===== config.mk =====
export PLATFORM = sky130hd
export DESIGN_NAME = ecc_hamming_encoder_pipe
export DESIGN_NICKNAME = d
export VERILOG_FILES = /design/src/rtl/ecc_hamming_encoder_pipe.sv
export SDC_FILE = /design/constraint.sdc
export NUM_CORES = 1
export LEC_CHECK = 0
export ABC_AREA = 0
export BUFFER_PORTS_ARGS = -buffer_cell sky130_fd_sc_hd__buf_2
export CAP_MARGIN = 40
export CORE_MARGIN = 5
export CORE_UTILIZATION = 42
export CTS_CLUSTER_DIAMETER = 200
export DETAILED_ROUTE_END_ITERATION = 16
export PLACE_DENSITY = 0.74
export SYNTH_ARGS = -nofsm -noshare
export SYNTH_HDL_FRONTEND = slang
export SYNTH_SLANG_ARGS = --single-unit

===== constraint.sdc =====
create_clock -name clk -period 1.21 [get_ports clk]
set_clock_uncertainty 0.05 [all_clocks]
set_input_delay 0.0605 -clock clk [delete_from_list [all_inputs] [get_ports clk]]
set_output_delay 0.0605 -clock clk [all_outputs]
set_load 0.05 [all_outputs]

===== src/rtl/ecc_hamming_encoder_pipe.sv =====
// Two-stage valid/ready Hamming/SECDED encoder; codeword index = Hamming position - 1.
// Optional error injection is compiled in when ECC_ENCODER_ERR_INJECT_EN is defined.
module ecc_hamming_encoder_pipe #(
    parameter int D      = 4,
    parameter int DW     = D,
    parameter int C      = 7,
    parameter int SECDED = 1,
    parameter int P      = C - D,
    parameter int CW     = DW + P
) (
    input  logic          clk,
    input  logic          rst_n,
    input  logic          in_valid,
    output logic          in_ready,
    input  logic [DW-1:0] din,
    output logic          out_valid,
    input  logic          out_ready,
    output logic [CW-1:0] codeword,
    output logic          extra_parity
`ifdef ECC_ENCODER_ERR_INJECT_EN
    ,
    input  logic          inj_req,
    input  logic [CW-1:0] inj_mask,
    output logic          inj_pending
`endif
);

    // Codeword index of the n-th data bit: n-th non-power-of-two Hamming position.
    function automatic int unsigned data_index(input int unsigned n);
        int unsigned cnt;
        int unsigned idx;
        cnt = 0;
        idx = 0;
        for (int unsigned pos = 1; pos <= C; pos++) begin
            if ((pos & (pos - 1)) != 0) begin
                if (cnt == n) idx = pos - 1;
                cnt++;
            end
        end
        return idx;
    endfunction

    // Data positions covered by parity bit i.
    function automatic logic [C-1:0] parity_mask(input int unsigned i);
        logic [C-1:0] m;
        m = '0;
        for (int unsigned pos = 1; pos <= C; pos++) begin
            if ((((pos >> i) & 1) != 0) && ((pos & (pos - 1)) != 0))
                m = m | (C'(1) << (pos - 1));
        end
        return m;
    endfunction

    logic          s1_valid;
    logic [DW-1:0] s1_data;
    logic          s2_valid;
    logic          s2_load;
    logic [C-1:0]  spread;
    logic [C-1:0]  cw_full;
    logic [CW-1:0] cw_next;
    logic          ep_next;
    logic [CW-1:0] inj_flip;

    assign s2_load   = s1_valid && (!s2_valid || out_ready);
    assign in_ready  = !s1_valid || s2_load;
    assign out_valid = s2_valid;

    // Shortened-code data bits DW..D-1 and all parity slots start as zero.
    for (genvar g = 0; g < D; g++) begin : g_data
        if (g < DW) begin : g_used
            assign spread[data_index(g)] = s1_data[g];
        end else begin : g_pad
            assign spread[data_index(g)] = 1'b0;
        end
    end

    for (genvar q = 0; q < P; q++) begin : g_pslot
        assign spread[(1 << q) - 1] = 1'b0;
    end

    always_comb begin
        cw_full = spread;
        for (int unsigned i = 0; i < P; i++) begin
            cw_full = cw_full | (C'(^(spread & parity_mask(i))) << ((1 << i) - 1));
        end
        cw_next = cw_full[CW-1:0];
        ep_next = (SECDED != 0) ? ^cw_next : 1'b0;
    end

    always_ff @(posedge clk or negedge rst_n) begin
        if (!rst_n) begin
            s1_valid <= 1'b0;
            s1_data  <= '0;
        end else if (in_valid && in_ready) begin
            s1_valid <= 1'b1;
            s1_data  <= din;
        end else if (s2_load) begin
            s1_valid <= 1'b0;
        end
    end

`ifdef ECC_ENCODER_ERR_INJECT_EN
    logic [CW-1:0] inj_mask_q;
    logic          inj_pending_q;

    // A new arm request wins over consumption, so it targets the following word.
    always_ff @(posedge clk or negedge rst_n) begin
        if (!rst_n) begin
            inj_pending_q <= 1'b0;
            inj_mask_q    <= '0;
        end else if (inj_req) begin
            inj_pending_q <= 1'b1;
            inj_mask_q    <= inj_mask;
        end else if (s2_load) begin
            inj_pending_q <= 1'b0;
        end
    end

    assign inj_flip    = inj_pending_q ? inj_mask_q : '0;
    assign inj_pending = inj_pending_q;
`else
    assign inj_flip = '0;
`endif

    // extra_parity is taken from the clean codeword so injected flips stay visible.
    always_ff @(posedge clk or negedge rst_n) begin
        if (!rst_n) begin
            s2_valid     <= 1'b0;
            codeword     <= '0;
            extra_parity <= 1'b0;
        end else if (s2_load) begin
            s2_valid     <= 1'b1;
            codeword     <= cw_next ^ inj_flip;
            extra_parity <= ep_next;
        end else if (out_ready) begin
            s2_valid     <= 1'b0;
        end
    end

endmodule


==> flow_metrics.env <==
export IMPL_core_area_sq_um=1300
export IMPL_peakVddDrop_mv=0.850
export IMPL_r2r_start="s1_valid$_DFFE_PN0P_"
export IMPL_fillCellCount=109
export IMPL_regArea_sq_um=352
export IMPL_required_ps=1320
export IMPL_drtAntennaViolNets=0
export IMPL_insertion_delay_ps=270
export IMPL_die_w_um=46.9
export IMPL_cts_buffers=3
export IMPL_yosys_area_top_type="dfrtp_1"
export IMPL_max_freq_mhz=855
export IMPL_dr_pass1_iters=3
export IMPL_root_buffer="clkbuf_4"
export IMPL_end_kind="register"
export IMPL_setup_viol=0
export IMPL_path_delay_family="flip-flops"
export IMPL_grt_first_pass_wirelength_mm=1.77
export IMPL_top_layer="met3"
export IMPL_intPower_mw=1.09
export IMPL_route_met3_wl_um=76
export IMPL_r2r_setup_slack_ps=40
export IMPL_hold_depth=3
export IMPL_status="completed"
export IMPL_synth_distinct_cells=6
export IMPL_dieArea_sq_um=2200
export IMPL_grt_max_degree=15
export IMPL_slew_viol_final=0
export IMPL_grt_usage=0.116
export IMPL_grt_pass1_vias=433
export IMPL_syn_area_sq_um=572
export IMPL_hold_viol_final=0
export IMPL_netlist_area_leader_share=0.613
export IMPL_antenna_cells=0
export IMPL_syn_avg_cell_area_sq_um=15.0
export IMPL_mostFrequentLayoutCells="buf_2, dfrtp_1, mux2_2"
export IMPL_p_comb_frac=0.464
export IMPL_gr_total_overflow=0
export IMPL_drc=0
export IMPL_min_period_ps=1170
export IMPL_r2r_end="codeword[4]$_DFFE_PN0P_"
export IMPL_core_rowCount=13
export IMPL_worst_slew_pin_slew_ps=308
export IMPL_initial_core_util=0.439
export IMPL_dp_hpwl_um=773
export IMPL_stdcell_area_sq_um=850
export IMPL_wl_met2_um=525
export IMPL_fin_crit_sh=0.967
export IMPL_drv_cap=0
export IMPL_cts_sinks=14
export IMPL_p_sw_frac=0.412
export IMPL_wl_met1_um=415
export IMPL_maxSlewHeadroom=0.795
export IMPL_rsz0062_at_grt="true"
export IMPL_dr_total_vias=404
export IMPL_cts_max_level=1
export IMPL_preCtsSetupSlack_ps=11.8
export IMPL_fp_dieH_um=46.9
export IMPL_fin_nets=79
export IMPL_port_buffers=17
export IMPL_boundaryPins=18
export IMPL_syn_to_final_growth_pct=48.6
export IMPL_crit_path_start_kind="register"
export IMPL_worstHoldStart="out_ready"
export IMPL_worstSetupPathType="reg -> reg"
export IMPL_p_clk_frac=0.177
export IMPL_critical_path_slowest_cell="dfrtp_1"
export IMPL_cts_max_path_buffers=2
export IMPL_cp_max_fo=8
export IMPL_syn_inst=38
export IMPL_drt_iter0_markers=2
export IMPL_cts_tree="yes"
export IMPL_r2r_cells=3
export IMPL_gp_congestion=0.651
export IMPL_yosysWarnings=0
export IMPL_syn_nets=46
export IMPL_ys_seq_elements=14
export IMPL_p_switching_mw=0.764
export IMPL_placed_area_sq_um=724
export IMPL_final_common_cell="buf_2"
export IMPL_min_to="out_valid$_DFFE_PN0P_"
export IMPL_wirelength_mm=1.02
export IMPL_cts_reportedPaths_clkPinSlew_ps=80
export IMPL_fin_ws_ps=40.1
export IMPL_p_leak_nw=0.400
export IMPL_antenna_found_initial=0
export IMPL_cpPeakStageDelay_ps=400
export IMPL_power_frac_seq=0.359
export IMPL_multi_input_area_sq_um=254
export IMPL_powerDensity_nw_per_um2=2180
export IMPL_layout_drive_gt1_share=0.614
export IMPL_hold_class="in -> reg"
export IMPL_synth_area_leaders="dfrtp_1, mux2_2, xnor2_1"
export IMPL_path_buf_inv=1
export IMPL_wl_per_cell_um=12.0
export IMPL_path_cells="buf_4 -> nand2_4 -> mux2_2"
export IMPL_yosysSeqAreaShare=0.613
export IMPL_vias_per_cell=4.75
export IMPL_crit_arrival_ps=1280
## power by group through the flow
| stage | Clock, mW | Sequential [mW] | Combinational (mW) |
|---|---|---|---|
| after CTS | 0.345 | 0.667 | 0.857 |
| after global routing | 0.367 | 0.683 | 0.911 |
| after floorplan | 0 | 1.06 | 0.245 |
| final | 0.328 | 0.666 | 0.860 |
| after detailed placement | 0 | 0.675 | 0.834 |
| after global placement | 0 | 0.666 | 0.826 |
## layout make-up
cell class | instances | share of cell area
multi-input cells | 24 | 0.299
flip-flops and latches | 14 | 0.414
repair buffers | 28 | 0.222
well taps | 15 | 0.0221
clock buffers | 4 | 0.0427
## Yosys cell counts
cell type / instances
nand3b_1: 1
xnor2_1: 6
nand2b_1: 3
mux2_2: 12
nand2_1: 2
dfrtp_1: 14
## per-stage QoR
step           utilization  TNS, ps  total power [mW]  hold WS [ps]  std cells
6_report             0.653        0              1.86          89.3         85
5_1_grt              0.653     -134              1.96           106         85
4_1_cts              0.638        0              1.87          76.4         84
3_5_place_dp         0.557        0              1.51         -78.5         74
3_3_place_gp         0.557        0              1.49         -79.0         74
2_1_floorplan            -    -2960              1.30          -285         38
## metal layers
metal	up-vias	GRT usage
li1	192	-
met1	200	0.124
met2	12	0.209
met3	0	0.0345
met4	0	0.0497
met5	-	0
## what timing repair did
action	4_1_cts	5_1_grt
endpoints found under the setup margin	3	7
hold buffers	6	0
buffers inserted	0	1
hold endpoints to repair	19	0
resized for setup	2	2
pin swaps	0	0
cloned	0	0
## worst reg2reg max path, delay by kind of cell, from the launching register on
family | cells | cell delay, ps
mux | 1 | 340
simple gates | 1 | 120
buf+inv | 1 | 150
flops | 1 | 400
## worst max-delay path by stage
stage,startpoint,end,slack [ps],cells after the start
3_3_place_gp,s1_data[0]$_DFFE_PN0P_,codeword[0]$_DFFE_PN0P_,30,3
2_1_floorplan,out_valid$_DFFE_PN0P_,s1_data[0]$_DFFE_PN0P_,-570,3
6_report,s1_valid$_DFFE_PN0P_,codeword[4]$_DFFE_PN0P_,40,3
3_5_place_dp,s1_data[0]$_DFFE_PN0P_,codeword[0]$_DFFE_PN0P_,10,3
5_1_grt,s1_valid$_DFFE_PN0P_,s1_data[0]$_DFFE_PN0P_,-30,3
4_1_cts,s1_valid$_DFFE_PN0P_,in_ready,7,2
## flip-flops by register name (all words and copies together), names as in the netlist
| signal | flops |
|---|---|
| s1_valid | 1 |
| extra_parity | 1 |
| codeword | 7 |
| out_valid | 1 |
| s1_data | 4 |
## logic make-up (layout without fill, tap and decap cells)
family,after synthesis,in the layout,share of synthesized area
simple gates,6,6,0.0591
flops,14,14,0.613
mux,12,12,0.236
buf+inv,0,32,0
xor+xnor,6,6,0.0919
Power figures use the tool's default switching activity.
